<file path="src/rtl/auth_session_ctrl.sv">
// Authentication session controller: user-ID lookup, password check,
// timed denial and lockout, with one shared hold counter for all timed states.
module auth_session_ctrl #(
  parameter int TIMEOUT_CYCLES = 1000,
  parameter int DENY_CYCLES    = 50,
  parameter int LOCKOUT_CYCLES = 5000,
  parameter int MAX_FAILS      = 3
) (
  input  logic       clk,
  input  logic       reset,
  input  logic       userid_pulse,
  input  logic       pswd_pulse,
  input  logic       logout_pulse,
  input  logic       userid_valid,
  input  logic [3:0] userid_index,
  input  logic       pswd_match,
  output logic       rom_rd,
  output logic [3:0] internalid,
  output logic       authorise_bit,
  output logic       greenled,
  output logic       redled,
  output logic       locked,
  output logic [1:0] fail_count,
  output logic [2:0] state
);

  typedef enum logic [2:0] {
    IDLE      = 3'd0,
    ID_LOOKUP = 3'd1,
    WAIT_PSWD = 3'd2,
    PSWD_RD   = 3'd3,
    PSWD_CMP  = 3'd4,
    GRANTED   = 3'd5,
    DENIED    = 3'd6,
    LOCKED    = 3'd7
  } state_t;

  // Terminal counter values: the counter reads 0 on the first cycle in a state.
  localparam logic [15:0] TIMEOUT_LAST = 16'(TIMEOUT_CYCLES - 1);
  localparam logic [15:0] DENY_LAST    = 16'(DENY_CYCLES - 1);
  localparam logic [15:0] LOCKOUT_LAST = 16'(LOCKOUT_CYCLES - 1);
  localparam logic [1:0]  MAX_FAILS_2B = 2'(MAX_FAILS);

  state_t      state_reg, state_next;
  logic [15:0] cnt_reg;
  logic [3:0]  id_reg, id_next;
  logic [1:0]  fails_reg, fails_next;
  logic [1:0]  fails_inc;

  // Failure count after one more denial, saturating at the lockout threshold.
  assign fails_inc = (fails_reg == MAX_FAILS_2B) ? fails_reg : fails_reg + 2'd1;

  // Next-state, latched-ID and failure-count logic.
  always_comb begin
    state_next = state_reg;
    id_next    = id_reg;
    fails_next = fails_reg;
    case (state_reg)
      IDLE: begin
        if (userid_pulse) state_next = ID_LOOKUP;
      end
      ID_LOOKUP: begin
        if (userid_valid) begin
          id_next    = userid_index;
          state_next = WAIT_PSWD;
        end else begin
          fails_next = fails_inc;
          state_next = DENIED;
        end
      end
      WAIT_PSWD: begin
        // Logout beats a restart, a restart beats a password attempt,
        // and any pulse beats the timeout.
        if (logout_pulse)              state_next = IDLE;
        else if (userid_pulse)         state_next = ID_LOOKUP;
        else if (pswd_pulse)           state_next = PSWD_RD;
        else if (cnt_reg == TIMEOUT_LAST) begin
          fails_next = fails_inc;
          state_next = DENIED;
        end
      end
      PSWD_RD: begin
        state_next = PSWD_CMP;
      end
      PSWD_CMP: begin
        if (pswd_match) begin
          fails_next = 2'd0;
          state_next = GRANTED;
        end else begin
          fails_next = fails_inc;
          state_next = DENIED;
        end
      end
      GRANTED: begin
        if (logout_pulse) state_next = IDLE;
      end
      DENIED: begin
        if (cnt_reg == DENY_LAST)
          state_next = (fails_reg == MAX_FAILS_2B) ? LOCKED : IDLE;
      end
      LOCKED: begin
        if (cnt_reg == LOCKOUT_LAST) begin
          fails_next = 2'd0;
          state_next = IDLE;
        end
      end
      default: state_next = IDLE;
    endcase
  end

  // State, latched ID and failure count registers.
  always_ff @(posedge clk) begin
    if (!reset) begin
      state_reg <= IDLE;
      id_reg    <= 4'd0;
      fails_reg <= 2'd0;
    end else begin
      state_reg <= state_next;
      id_reg    <= id_next;
      fails_reg <= fails_next;
    end
  end

  // Shared hold counter: zero on any state change, counts only in timed states.
  always_ff @(posedge clk) begin
    if (!reset) begin
      cnt_reg <= 16'd0;
    end else if (state_next != state_reg) begin
      cnt_reg <= 16'd0;
    end else if (state_reg == WAIT_PSWD || state_reg == DENIED || state_reg == LOCKED) begin
      cnt_reg <= cnt_reg + 16'd1;
    end
  end

  // Outputs decoded purely from registered state.
  assign rom_rd        = (state_reg == PSWD_RD);
  assign authorise_bit = (state_reg == GRANTED);
  assign greenled      = (state_reg == GRANTED);
  assign redled        = (state_reg == DENIED) || (state_reg == LOCKED);
  assign locked        = (state_reg == LOCKED);
  assign internalid    = id_reg;
  assign fail_count    = fails_reg;
  assign state         = state_reg;

endmodule

</file>
<file path="config.mk">
export PLATFORM = sky130hd
export DESIGN_NAME = auth_session_ctrl
export DESIGN_NICKNAME = d
export VERILOG_FILES = /design/src/rtl/auth_session_ctrl.sv
export SDC_FILE = /design/constraint.sdc
export NUM_CORES = 1
export LEC_CHECK = 0
export CORE_ASPECT_RATIO = 0.6
export CORE_UTILIZATION = 45
export CTS_CLUSTER_DIAMETER = 200
export DETAILED_ROUTE_END_ITERATION = 7
export GPL_TIMING_DRIVEN = 0
export HOLD_SLACK_MARGIN = 0.1
export PLACE_DENSITY = 0.69
export SYNTH_ARGS = -nofsm -noshare
export SYNTH_HDL_FRONTEND = slang
export SYNTH_SLANG_ARGS = --single-unit
</file>
<file path="constraint.sdc">
create_clock -name clk -period 2.9 [get_ports clk]
set_input_delay 0.725 -clock clk [delete_from_list [all_inputs] [get_ports clk]]
set_output_delay 0.725 -clock clk [all_outputs]
set_load 0.005 [all_outputs]
</file>
* Word-level counts from Yosys, hierarchy flattened
Index checks and enable logic that the tools add are counted.
Operators by class: add/subtract/negate cells 2, equal/unequal tests 18, muxes and demuxes 21, bitwise gates (word level) 1, reduce and logical (&&, ||, !) cells 8
Operators with widths (number):
- 2-to-1 mux 3 bit | 10
- one-hot mux 3 bit (8 select lines) | 1
- 2-to-1 mux 2 bit | 9
- adder 16 x 1 -> 16 bit (second input constant) | 1
- equality test 16 x 10 -> 1 bit (second input constant) | 1
- equality test 16 x 13 -> 1 bit (second input constant) | 1
- equality test 16 x 6 -> 1 bit (second input constant) | 1
- equality test 3 bit (second input constant) | 4
- != test 2 bit (second input constant) | 5
- one-hot mux 2 bit (4 select lines) | 1
- AND reduction 7 bit | 1
- equality test 3 x 2 -> 1 bit (second input constant) | 2
- nonzero test 4 bit | 1
- equality test 3 x 1 -> 1 bit (second input constant) | 1
- zero test 3 bit | 1
- logical OR 1 bit | 3
- != test 3 bit | 1
- adder 2 x 1 -> 2 bit (second input constant) | 1
- equality test 2 bit (second input constant) | 1
- != test 2 x 1 -> 1 bit (second input constant) | 1
- AND reduction 2 bit | 1
- OR reduction 2 bit | 1
- inverter 1 bit | 1
Word-level totals: bits in registers 25, output and inout bits 14, logic and storage cells 54

* Depth between registers and ports, before layout
Gate-level depths: netlist (run 1).
depth after elaboration 8, depth in mapped cells 8

* Worst setup path after synthesis (run 1)
Ideal clock, no wire load.
path type input-to-reg, start point in logout_pulse, end point reg cnt_reg[12], arrival 2068 ps, slack 714 ps, stages 6, cell sequence or4b_4 nor4_4 a211oi_1 o22ai_4 buf_6 nor3_2
Between the ends: cells in the longest elaborated chain, start to end 4, elaborated cells between the ends (all ways) 5
Ends and longest elaborated chain:
- from (decl) | line 13 | input logic logout_pulse,
- 2-to-1 mux 3 bit (on tied branches) | line 95, 74
- one-hot mux 3 bit (8 select lines) (*) | line 58 | case (state_reg)
- != test 3 bit (*) | line 128 | end else if (state_next != state_reg) begin
- OR reduction 2 bit (no line) (*)
- to (signal assigned) | line 131 | cnt_reg <= cnt_reg + 16'd1;
- to (decl) | line 45 | logic [15:0] cnt_reg;
Every way passes the cells marked *; elsewhere a longest branch is shown, timed or not. A chain may end at the register's enable or synchronous reset.

* Final worst setup path (run 1)
start point in logout_pulse, end point reg cnt_reg[10]
The elaborated chain is that of the path after synthesis.

==> impl_results.md, run 1 <==
* Cts repair resizes at 0
* First-pass GRT wire length at 6672 um
* Clk buf depth at 2
* Number of cells on the worst reg-to-reg path at 7
* RSZ-0062 raised after global routing: no
* Die Ht at 48.28 um
* Avg Vias per Cell at 5.844
* GRT Residual Overflow at 0
* Number of hold buffers added after cts at 0
* Power Density at 616.0 mW/mm^2
* Post-route clock period utilization at 0.9381
* DRT Pass-1 Iters at 5
* Top-level I/O count at 25
* Min-delay src: internalid[1]
* # DRC at 0
* Core area at between 0.003 and 0.004 sq mm
* # H-tree levels at 1
* Total negative setup slack at 0 ns
* WP data required at 3.07 ns
* CTS tree: yes
* Crit path time final at 2.721 ns
* N_diodes at 0
* Final hold vios at 0
* Max-Cap Viols at 0
* CTS Buf Count at 3
* Slew @ Worst Pin at around 0.43 ns
* Die area at approximately 0.0038 sq mm
* FF-to-FF End: cnt_reg[10]
* Seq cells post-synth at 25
* Routability Congestion at 0.9249
* WHS Endpoint: internalid[1]
* Max FFs per register at 16
* Postcts setup bufs at 0
* Hold Crit Class: flip-flop to flip-flop
* Top cells by count, synth: dfxtp_1, nor2_1, nor3_1, xnor2_1, a21oi_1
* CP Capture Type: flip-flop
* Clock Root Buffer: clkbuf_8
* Clock Skew at 0.003669 ns
* Reg2Reg Setup Slack at 0.67 ns
* Sink Count at 25
* Top_reg_cell synth: dfxtp_1
* Largest cells by area after synthesis: dfxtp_1, xnor2_1, nor3_2
* Worst-skew pair later-pin latency at 0.28 ns
* Post-synth ARST share at 0
* Max frequency at 367.6 MHz
* Initial drt markers at ~230
* Grt met1 use at 0.3629
* Drt wl/cell at between 15 and 20 um
* Static Leak at 0.6216 nW
* GRT met3 Usage at 0.06542
* Kind of critical path: primary input to flip-flop
* Max FO, Critical Path at 10
* Crit start category: primary input
* Seq/Total Area, Yosys at 0.3115
* Final setup violation count at 0
* Layout area overhead at 21.42%
* Most common cell in the netlist: dfxtp_1
* Top-area cell type share of the netlist area at 0.3115
* Yosys cell types at 55
* Outcome: completed
* Synth warn at 0
* Worst Path Arrival at 2.89 ns
* Clock transition at the registers of the reported paths at 0.09 ns
* Mean cell area of the mapped netlist at roughly 8.7 sq um
* Final Max Slew Viols at 0
* Final #Nets at 226
* Vias in the first global route at 1287
* Std-Cell Rows at 16
* Initial Util at 0.4834
* Largest net degree at the start of global routing at 15
* Antenna-violating nets left at 0
* Antenna violations before repair at 0
* Met2 GRT Util at 0.3328
* Die width at 79.14 um
* Synth Cell Area at 0.001607 sq mm
* Final Cell Area at 0.001951 sq mm
* Worst ir drop on vdd at ~360 uV
* Hpwl dp at 3282 um
* Max transition margin at 0.7114
* Reg2reg start: cnt_reg[0]
* Filler cell count at 303
* Share of cells above drive strength 1 at 0.1509
* Port Buffers at 24
* Drt total wl at roughly 4200 um
* GRT Overall Usage at 0.2386
* DR vias at 1502
* Number of enable flip-flop cells after synthesis at 0
* Top Usage Layer GRT: met1
* Cell taking the most area after synthesis: dfxtp_1
* Cell area after placement at 0.001903 sq mm
* Synth Net Count at approximately 200
* Hold Path Depth at 2
* Cells after Synth at 184
cell families after synthesis:
kind of cell | count (synthesis) | share of synthesized area
AND/OR/NAND/NOR | 85 | 0.3551
AO/OA/AOI/OAI | 32 | 0.1472
flip-flops | 25 | 0.3115
buffers and inverters | 21 | 0.06386
XOR/XNOR | 15 | 0.08178
multiplexers | 4 | 0.02492
adder cells (fa/ha/maj) | 2 | 0.01557
how the worst max path moves through the flow:
stage | end | cells after the start | from | slack, ns
floorplan | cnt_reg[12] | 6 | logout_pulse | 0.71
global placement | cnt_reg[8] | 7 | logout_pulse | -0.03
detailed placement | cnt_reg[10] | 7 | logout_pulse | -0.07
CTS | redled | 4 | state[1] | 0.12
global route | locked | 4 | state[0] | 0.10
finish | cnt_reg[10] | 7 | logout_pulse | 0.18
where the power goes:
group          leakage, nW  switching, mW  internal [mW]  total [mW]
registers            0.202         0.0315          0.374       0.406
logic                0.394          0.350          0.229       0.580
clock network       0.0255          0.120         0.0965       0.216
total                0.622          0.502          0.700        1.20
per-layer routing:
metal,part of all wire,vias to the layer above
li1,-,723
met1,0.51,718
met4,0.0083,0
met3,0.073,6
met5,0,-
met2,0.41,55
stage by stage:
stage	utilization	setup slack [ns]	std cells	hold slack (ns)	power, mW
global placement	0.5727	-0.02872	253	0.4756	0.9640
floorplan	-	0.7142	184	0.4788	0.7948
finish	0.5870	0.1794	257	0.5039	1.202
global route	0.5870	0.1048	257	0.5395	1.274
CTS	0.5866	0.1169	257	0.5082	1.191
detailed placement	0.5727	-0.06586	253	0.4849	0.9795
layout make-up:
type,instances,area (sq um),share of cell area
Inverter,11,41.29,0.02117
Sequential cell,25,500.5,0.2566
Clock inverter,1,5.005,0.002566
Timing Repair Buffer,24,240.2,0.1232
Clock buffer,3,41.29,0.02117
Multi-Input combinational cell,138,1003,0.5144
Tap cell,45,56.30,0.02886
Buffer,10,62.56,0.03207
cell usage in the layout, fill, tap and decap left out, types with 3 or more instances in the layout:
cell,count
xor2_1,3
clkbuf_8,3
mux2i_1,4
inv_1,10
nor3_1,14
and3_1,5
dfxtp_1,25
a21oi_1,11
clkdlybuf4s50_1,24
nor2_1,16
buf_2,4
nand2_1,8
nor3_2,10
xnor2_1,12
nand3_1,7
critical path, stage by stage:
cell and delay, ns:
clkdlybuf4s50_1 0.54, or4b_4 0.56, nor4_4 0.32, a211oi_1 0.17, o22ai_4 0.28, buf_6 0.22
nor3_2 0.06
Note: power is estimated with default switching activity, not from simulation.
==> run 2: changes to the inputs <==
- CTS_BUF_LIST: default -> sky130_fd_sc_hd__clkbuf_2 sky130_fd_sc_hd__clkbuf_4 sky130_fd_sc_hd__clkbuf_8
- PLACE_DENSITY: 0.69 -> 0.71
- SLEW_MARGIN: default -> 20
- clock period: 2.9 -> 2.35 ns (I/O delays scaled with it)
==> run 2 against run 1 <==
  * Wire length shrank 1.8%
  * Register-to-register slack lost 0.57 ns
  * Clock-buffer cell count stayed put
  * Sequential share of layout area shrank 0.50 points
  * Global-route usage down 0.78 points
  * Utilization increased by 1.8 points
  * Highest routed layer unchanged
==> impl_results.md, run 2 (same netlist as run 1, synthesis figures left out) <==
* Sequential Power Share at 0.335 (was 0.337)
* Routability Congestion at 0.8956 (was 0.9249)
* DR vias at 1507 (was 1502)
* Cell area after placement at 0.001903 sq mm (unchanged)
* Hold slack at 0.5112 ns (was 0.5039 ns)
* DRT Pass-1 Iters at 4 (was 5)
* Max transition margin at 0.7535 (was 0.7114)
* Clock transition at the registers of the reported paths at 0.10 ns (was 0.09 ns)
* N_diodes at 0 (unchanged)
* Max FO, Critical Path at 10 (unchanged)
* Antenna violations before repair at 0 (unchanged)
* GRT Overall Usage at 0.2307 (was 0.2386)
* CTS tree: yes (unchanged)
* Share of cells above drive strength 1 at 0.1916 (was 0.1509)
* CP Capture Type: primary output (was flip-flop)
* Outcome: completed (unchanged)
* Most frequent cells in the layout: dfxtp_1, clkdlybuf4s50_1, nor2_1 (unchanged)
* Static Leak at 0.6452 nW (was 0.6216 nW)
* Register area at 505.5 sq um (was 500.5 sq um)
* Drt wl/cell at 16.08 um (was 16.50 um)
* Die area at 0.003821 sq mm (unchanged)
* Layout Cells excl Fill at 259 (was 257)
* Post-Place Setup Slack at -0.4060 ns (was -0.06586 ns)
* PnR worst setup slack at 0.06953 ns (was 0.1794 ns)
* Initial Util at 0.4834 (unchanged)
* Pwr Total at 1.528 mW (was 1.202 mW)
* Dpl cells at 253 (unchanged)
* Internal power at 0.9023 mW (was 0.6999 mW)
* Final hold vios at 0 (unchanged)
* Initial drt markers at 179 (was 228)
* Worst ir drop on vdd at 478.1 uV (was 361.4 uV)
* Slowest cell on crit path: clkdlybuf4s50_1 (was or4b_4)
* Kind of critical path: flip-flop to primary output (was primary input to flip-flop)
* Die Ht at 48.28 um (unchanged)
* Clock Root Buffer: clkbuf_8 (unchanged)
* Final core occ at 0.6047 (was 0.5870)
* Slowest stage delay, CP at 0.49 ns (was 0.56 ns)
* Clock Skew at 0.006034 ns (was 0.003669 ns)
* Hpwl dp at 3075 um (was 3282 um)
* Layout area overhead at 25.08% (was 21.42%)
* Max-Cap Viols at 0 (unchanged)
* Critical Path, Cell by Cell: buf_4, buf_4, and2_1, clkdlybuf4s50_1 (was clkdlybuf4s50_1, or4b_4, nor4_4, a211oi_1, o22ai_4, buf_6, nor3_2)
* GRT Residual Overflow at 0 (unchanged)
* Drt total wl at 4164 um (was 4240 um)
* Post-route clock period utilization at 0.9704
* CTS Buf Count at 3 (unchanged)
* Largest net degree at the start of global routing at 16 (was 15)
* Die width at 79.14 um (unchanged)
* Clock power share at 0.176 (was 0.180)
* # DRC at 0 (unchanged)
* First-pass GRT wire length at 6672 um (unchanged)
* Part of the power in combinational logic at 0.489 (was 0.482)
* Hold Crit Class: flip-flop to flip-flop (unchanged)
* Final #Nets at 228 (was 226)
* Filler cell count at 303 (unchanged)
* Antenna-violating nets left at 0 (unchanged)
* Switching Share at 0.4094 (was 0.4176)
* Final setup violation count at 0 (unchanged)
* Core area at 0.003323 sq mm (unchanged)
* # H-tree levels at 1 (unchanged)
* Final Cell Area at 0.002009 sq mm (was 0.001951 sq mm)
* Clk buf depth at 2 (unchanged)
* Psw at 0.6254 mW (was 0.5017 mW)
* Power Density at 760.3 mW/mm^2 (was 616.0 mW/mm^2)
* Std-Cell Rows at 16 (unchanged)
* Slew @ Worst Pin at 0.3669 ns (was 0.4329 ns)
* WP data required at 1.76 ns (was 3.07 ns)
* Max frequency at 438.5 MHz
* Crit start category: flip-flop (was primary input)
* Crit path time final at 2.280 ns
* Vias in the first global route at 1406 (was 1287)
* Top-level I/O count at 25 (unchanged)
* Sink Count at 25 (unchanged)
* Port Buffers at 24 (unchanged)
* Multi-input gate area at 0.001018 sq mm (was 0.001003 sq mm)
* Avg Vias per Cell at 5.819 (was 5.844)
* Worst-skew pair later-pin latency at 0.28 ns (about the same)
* Total negative setup slack at 0 ns (unchanged)
* Final Max Slew Viols at 0 (unchanged)
* Most frequent CP cell: buf_4
* Worst Path Arrival at 1.69 ns (was 2.89 ns)
* Max FFs per register at 16 (unchanged)
[run 2: per-layer routing]
layer / up-vias / share of wire / track usage
li1: 733 / - / -
met1: 706 / 0.49 / 0.3251
met5: - / 0 / 0
met4: 0 / 0.0038 / 0.05455
met2: 66 / 0.41 / 0.3293
met3: 2 / 0.092 / 0.09159
[run 2: what timing repair did]
action,CTS,global route
hold buffers,0,0
resized for setup,8,9
cloned,0,0
pin swaps,2,2
endpoints found under the setup margin,14,20
setup buffers,1,1
[run 2: critical path, delay by kind of cell, from the launching register on]
kind	cells	cell delay, ns
and+or+nand+nor	1	0.13
buffers and inverters	3	0.88
DFF	1	0.40
[run 2: final cells by class]
class                           count  area share
Buffer                             10     0.04047
Clock buffer                        3     0.02055
Clock inverter                      1    0.003736
Inverter                           11     0.02055
Multi-Input combinational cell    138      0.5069
Sequential cell                    25      0.2516
Tap cell                           45     0.02802
Timing Repair Buffer               26      0.1283
[run 2: final timing paths]
check | start | end | slack (ns) | cells past startpoint
worst min register to register | internalid[3] | internalid[3] | 0.51 | 2
worst max register to register | cnt_reg[0] | cnt_reg[7] | 0.10 | 7
worst max-delay path | state[1] | redled | 0.07 | 4
worst min-delay path | internalid[3] | internalid[3] | 0.51 | 2
[run 2: power by group through the flow]
stage                     sequential (mW)  clock [mW]  combinational (mW)
after floorplan                     0.505           0               0.476
after global placement              0.510           0               0.671
after detailed placement            0.512           0               0.683
after CTS                           0.506       0.277               0.716
after global routing                0.516       0.300               0.810
final                               0.512       0.269               0.747
==> run 3: changes to the inputs <==
--- a/config.mk
+++ b/config.mk
@@ -8,3 +8,3 @@
 export CORE_ASPECT_RATIO = 0.6
-export CORE_UTILIZATION = 45
+export CORE_UTILIZATION = 50
 export CTS_BUF_LIST = sky130_fd_sc_hd__clkbuf_2 sky130_fd_sc_hd__clkbuf_4 sky130_fd_sc_hd__clkbuf_8
@@ -14,3 +14,3 @@
 export HOLD_SLACK_MARGIN = 0.1
-export PLACE_DENSITY = 0.71
+export PLACE_DENSITY = 0.78
 export SLEW_MARGIN = 20
==> constraint.sdc (replaced) <==
create_clock -name clk -period 2.35 [get_ports clk]
set_input_delay 0.47 -clock clk [delete_from_list [all_inputs] [get_ports clk]]
set_output_delay 0.47 -clock clk [all_outputs]
set_load 0.005 [all_outputs]
==> run 3 against run 2 <==
  * Sequential share of layout area increased by 0.32 points
  * Worst hold slack got worse by 0.0073 ns
  * Via count increased by 1.4%
  * First-iteration DRC count increased by 6.1%
  * Worst setup slack got worse by 0.0097 ns
  * Power decreased by 1.1%
  * Sequential power decreased by 1%
  * Flip-flop and latch count unchanged
  * Maximum frequency decreased by 0.42%
  * Register-to-register slack improved by 0.06 ns
==> impl_results.md, run 3 (same netlist as run 1, synthesis figures left out) <==
* N_diodes at 0 (unchanged)
* Reg2reg start: cnt_reg[0] (unchanged)
* Worst Path Arrival at 1.82 ns (was 1.69 ns)
* Final #Nets at 228 (unchanged)
* # DRC at 0 (unchanged)
* Min-delay src: internalid[1] (was internalid[3])
* Post-route clock period utilization at 0.9745 (was 0.9704)
* Post-Place Setup Slack at -0.3713 ns (was -0.4060 ns)
* Pwr Total at 1.511 mW (was 1.528 mW)
* Internal power at 0.8909 mW (was 0.9023 mW)
* CTS tree: yes (unchanged)
* Power Density at 765.1 mW/mm^2 (was 760.3 mW/mm^2)
* # H-tree levels at 1 (unchanged)
* Drt total wl at 4280 um (was 4164 um)
* Clock power share at 0.172 (was 0.176)
* Drt wl/cell at 16.72 um (was 16.08 um)
* Top-level I/O count at 25 (unchanged)
* Max FFs per register at 16 (unchanged)
* Crit start category: flip-flop (unchanged)
* Number of hold buffers added after cts at 0 (unchanged)
* Core area at 0.002965 sq mm (was 0.003323 sq mm)
* Die width at 75.18 um (was 79.14 um)
* Routability Congestion at 0.9089 (was 0.8956)
* WP data required at 1.88 ns (was 1.76 ns)
* CP Capture Type: primary output (unchanged)
* PnR worst setup slack at 0.05983 ns (was 0.06953 ns)
* Share of cells above drive strength 1 at 0.1776 (was 0.1916)
* RSZ-0062 raised after global routing: no
* Final setup violation count at 0 (unchanged)
* First-pass GRT wire length at 6879 um (was 6672 um)
* Kind of critical path: flip-flop to primary output (unchanged)
* Number of cells on the worst reg-to-reg path at 7 (unchanged)
* Slew @ Worst Pin at 0.3987 ns (was 0.3669 ns)
* GRT Residual Overflow at 0 (unchanged)
* Sequential Power Share at 0.336 (was 0.335)
* DRT Pass-1 Iters at 4 (unchanged)
* Clock Skew at 0.002325 ns (was 0.006034 ns)
* Clock transition at the registers of the reported paths at 0.08 ns (was 0.10 ns)
* Final Cell Area at 0.001974 sq mm (was 0.002009 sq mm)
* Die Ht at 45.91 um (was 48.28 um)
* CTS Buf Count at 3 (unchanged)
* Static Leak at 0.6370 nW (was 0.6452 nW)
* Hold Crit Class: flip-flop to flip-flop (unchanged)
* GRT Overall Usage at 0.2771 (was 0.2307)
* Vias in the first global route at 1421 (was 1406)
* Layout area overhead at 22.90% (was 25.08%)
* Hpwl dp at 3282 um (was 3075 um)
* Antenna-violating nets left at 0 (unchanged)
* Cell area after placement at 0.001899 sq mm (was 0.001903 sq mm)
* Crit path time final at 2.290 ns (was 2.280 ns)
* Outcome: completed (unchanged)
* DR vias at 1528 (was 1507)
* CP Launch Point: state[1] (unchanged)
* Port Buffers at 24 (unchanged)
* Initial drt markers at 190 (was 179)
* Hold Path Depth at 2 (unchanged)
* Part of the power in combinational logic at 0.492 (was 0.489)
* Avg Vias per Cell at 5.969 (was 5.819)
* Psw at 0.6198 mW (was 0.6254 mW)
* Std-Cell Rows at 15 (was 16)
* Die area at 0.003451 sq mm (was 0.003821 sq mm)
* Worst-skew pair later-pin latency at 0.28 ns (about the same)
* Max frequency at 436.6 MHz (was 438.5 MHz)
* Final Max Slew Viols at 0 (unchanged)
* Antenna violations before repair at 0 (unchanged)
* Clock Root Buffer: clkbuf_8 (unchanged)
* Max transition margin at 0.7273 (was 0.7535)
* Final hold vios at 0 (unchanged)
* Sink Count at 25 (unchanged)
* Largest net degree at the start of global routing at 15 (was 16)
* Max FO, Critical Path at 10 (unchanged)
* Worst ir drop on vdd at 603.8 uV (was 478.1 uV)
* Clk buf depth at 2 (unchanged)
* Most frequent cells in the layout: dfxtp_1, clkdlybuf4s50_1, nor2_1 (unchanged)
* Switching Share at 0.4103 (was 0.4094)
* Initial Util at 0.5418 (was 0.4834)
* Max-Cap Viols at 0 (unchanged)
## run 3: layout make-up
class,instances,area (sq um)
flip-flops and latches,25,503.0
plain buffers,10,68.82
multi-input cells,138,1008
inverters,11,41.29
well taps,42,52.55
repair buffers,26,254.0
clock buffers,3,41.29
clock inverters,1,5.005
fillers,272,991.0
## run 3: per-layer routing
layer	routed length, um	GRT usage
met5	0	0
met4	54	0.1111
met3	425	0.1018
met2	1795	0.3838
met1	2004	0.3865
## run 3: worst paths after layout
path,end,slack [ns]
worst max-delay path,redled,0.06
worst min register to register,internalid[1],0.50
worst min-delay path,internalid[1],0.50
worst max register to register,cnt_reg[8],0.16
## run 3: worst max-delay path, cell delays in order, from the launching register on
cell,delay [ns]
dfxtp_2,0.41
buf_2,0.25
buf_2,0.24
and2_1,0.15
clkdlybuf4s50_1,0.49
## run 3: power by group through the flow
stage,clock (mW),combinational (mW),sequential (mW)
finish,0.260,0.744,0.507
global route,0.283,0.793,0.513
CTS,0.265,0.720,0.504
detailed placement,0,0.693,0.512
global placement,0,0.664,0.509
floorplan,0,0.476,0.505
## run 3: repair_timing
| item | 4_1_cts | 5_1_grt |
|---|---|---|
| gates cloned | 0 | 0 |
| buffers inserted | 2 | 0 |
| gates resized for setup | 4 | 4 |
| setup endpoints to repair | 13 | 2 |
| pin swaps | 1 | 0 |
## run 3: metrics by stage
step	instances	utilization	hold WS (ns)	TNS (ns)
2_1_floorplan	184	-	0.4788	0
3_3_place_gp	250	0.6405	0.4733	-4.365
6_report	256	0.6658	0.5038	0
5_1_grt	256	0.6658	0.5437	0
3_5_place_dp	250	0.6405	0.4918	-5.483
4_1_cts	256	0.6620	0.5129	0
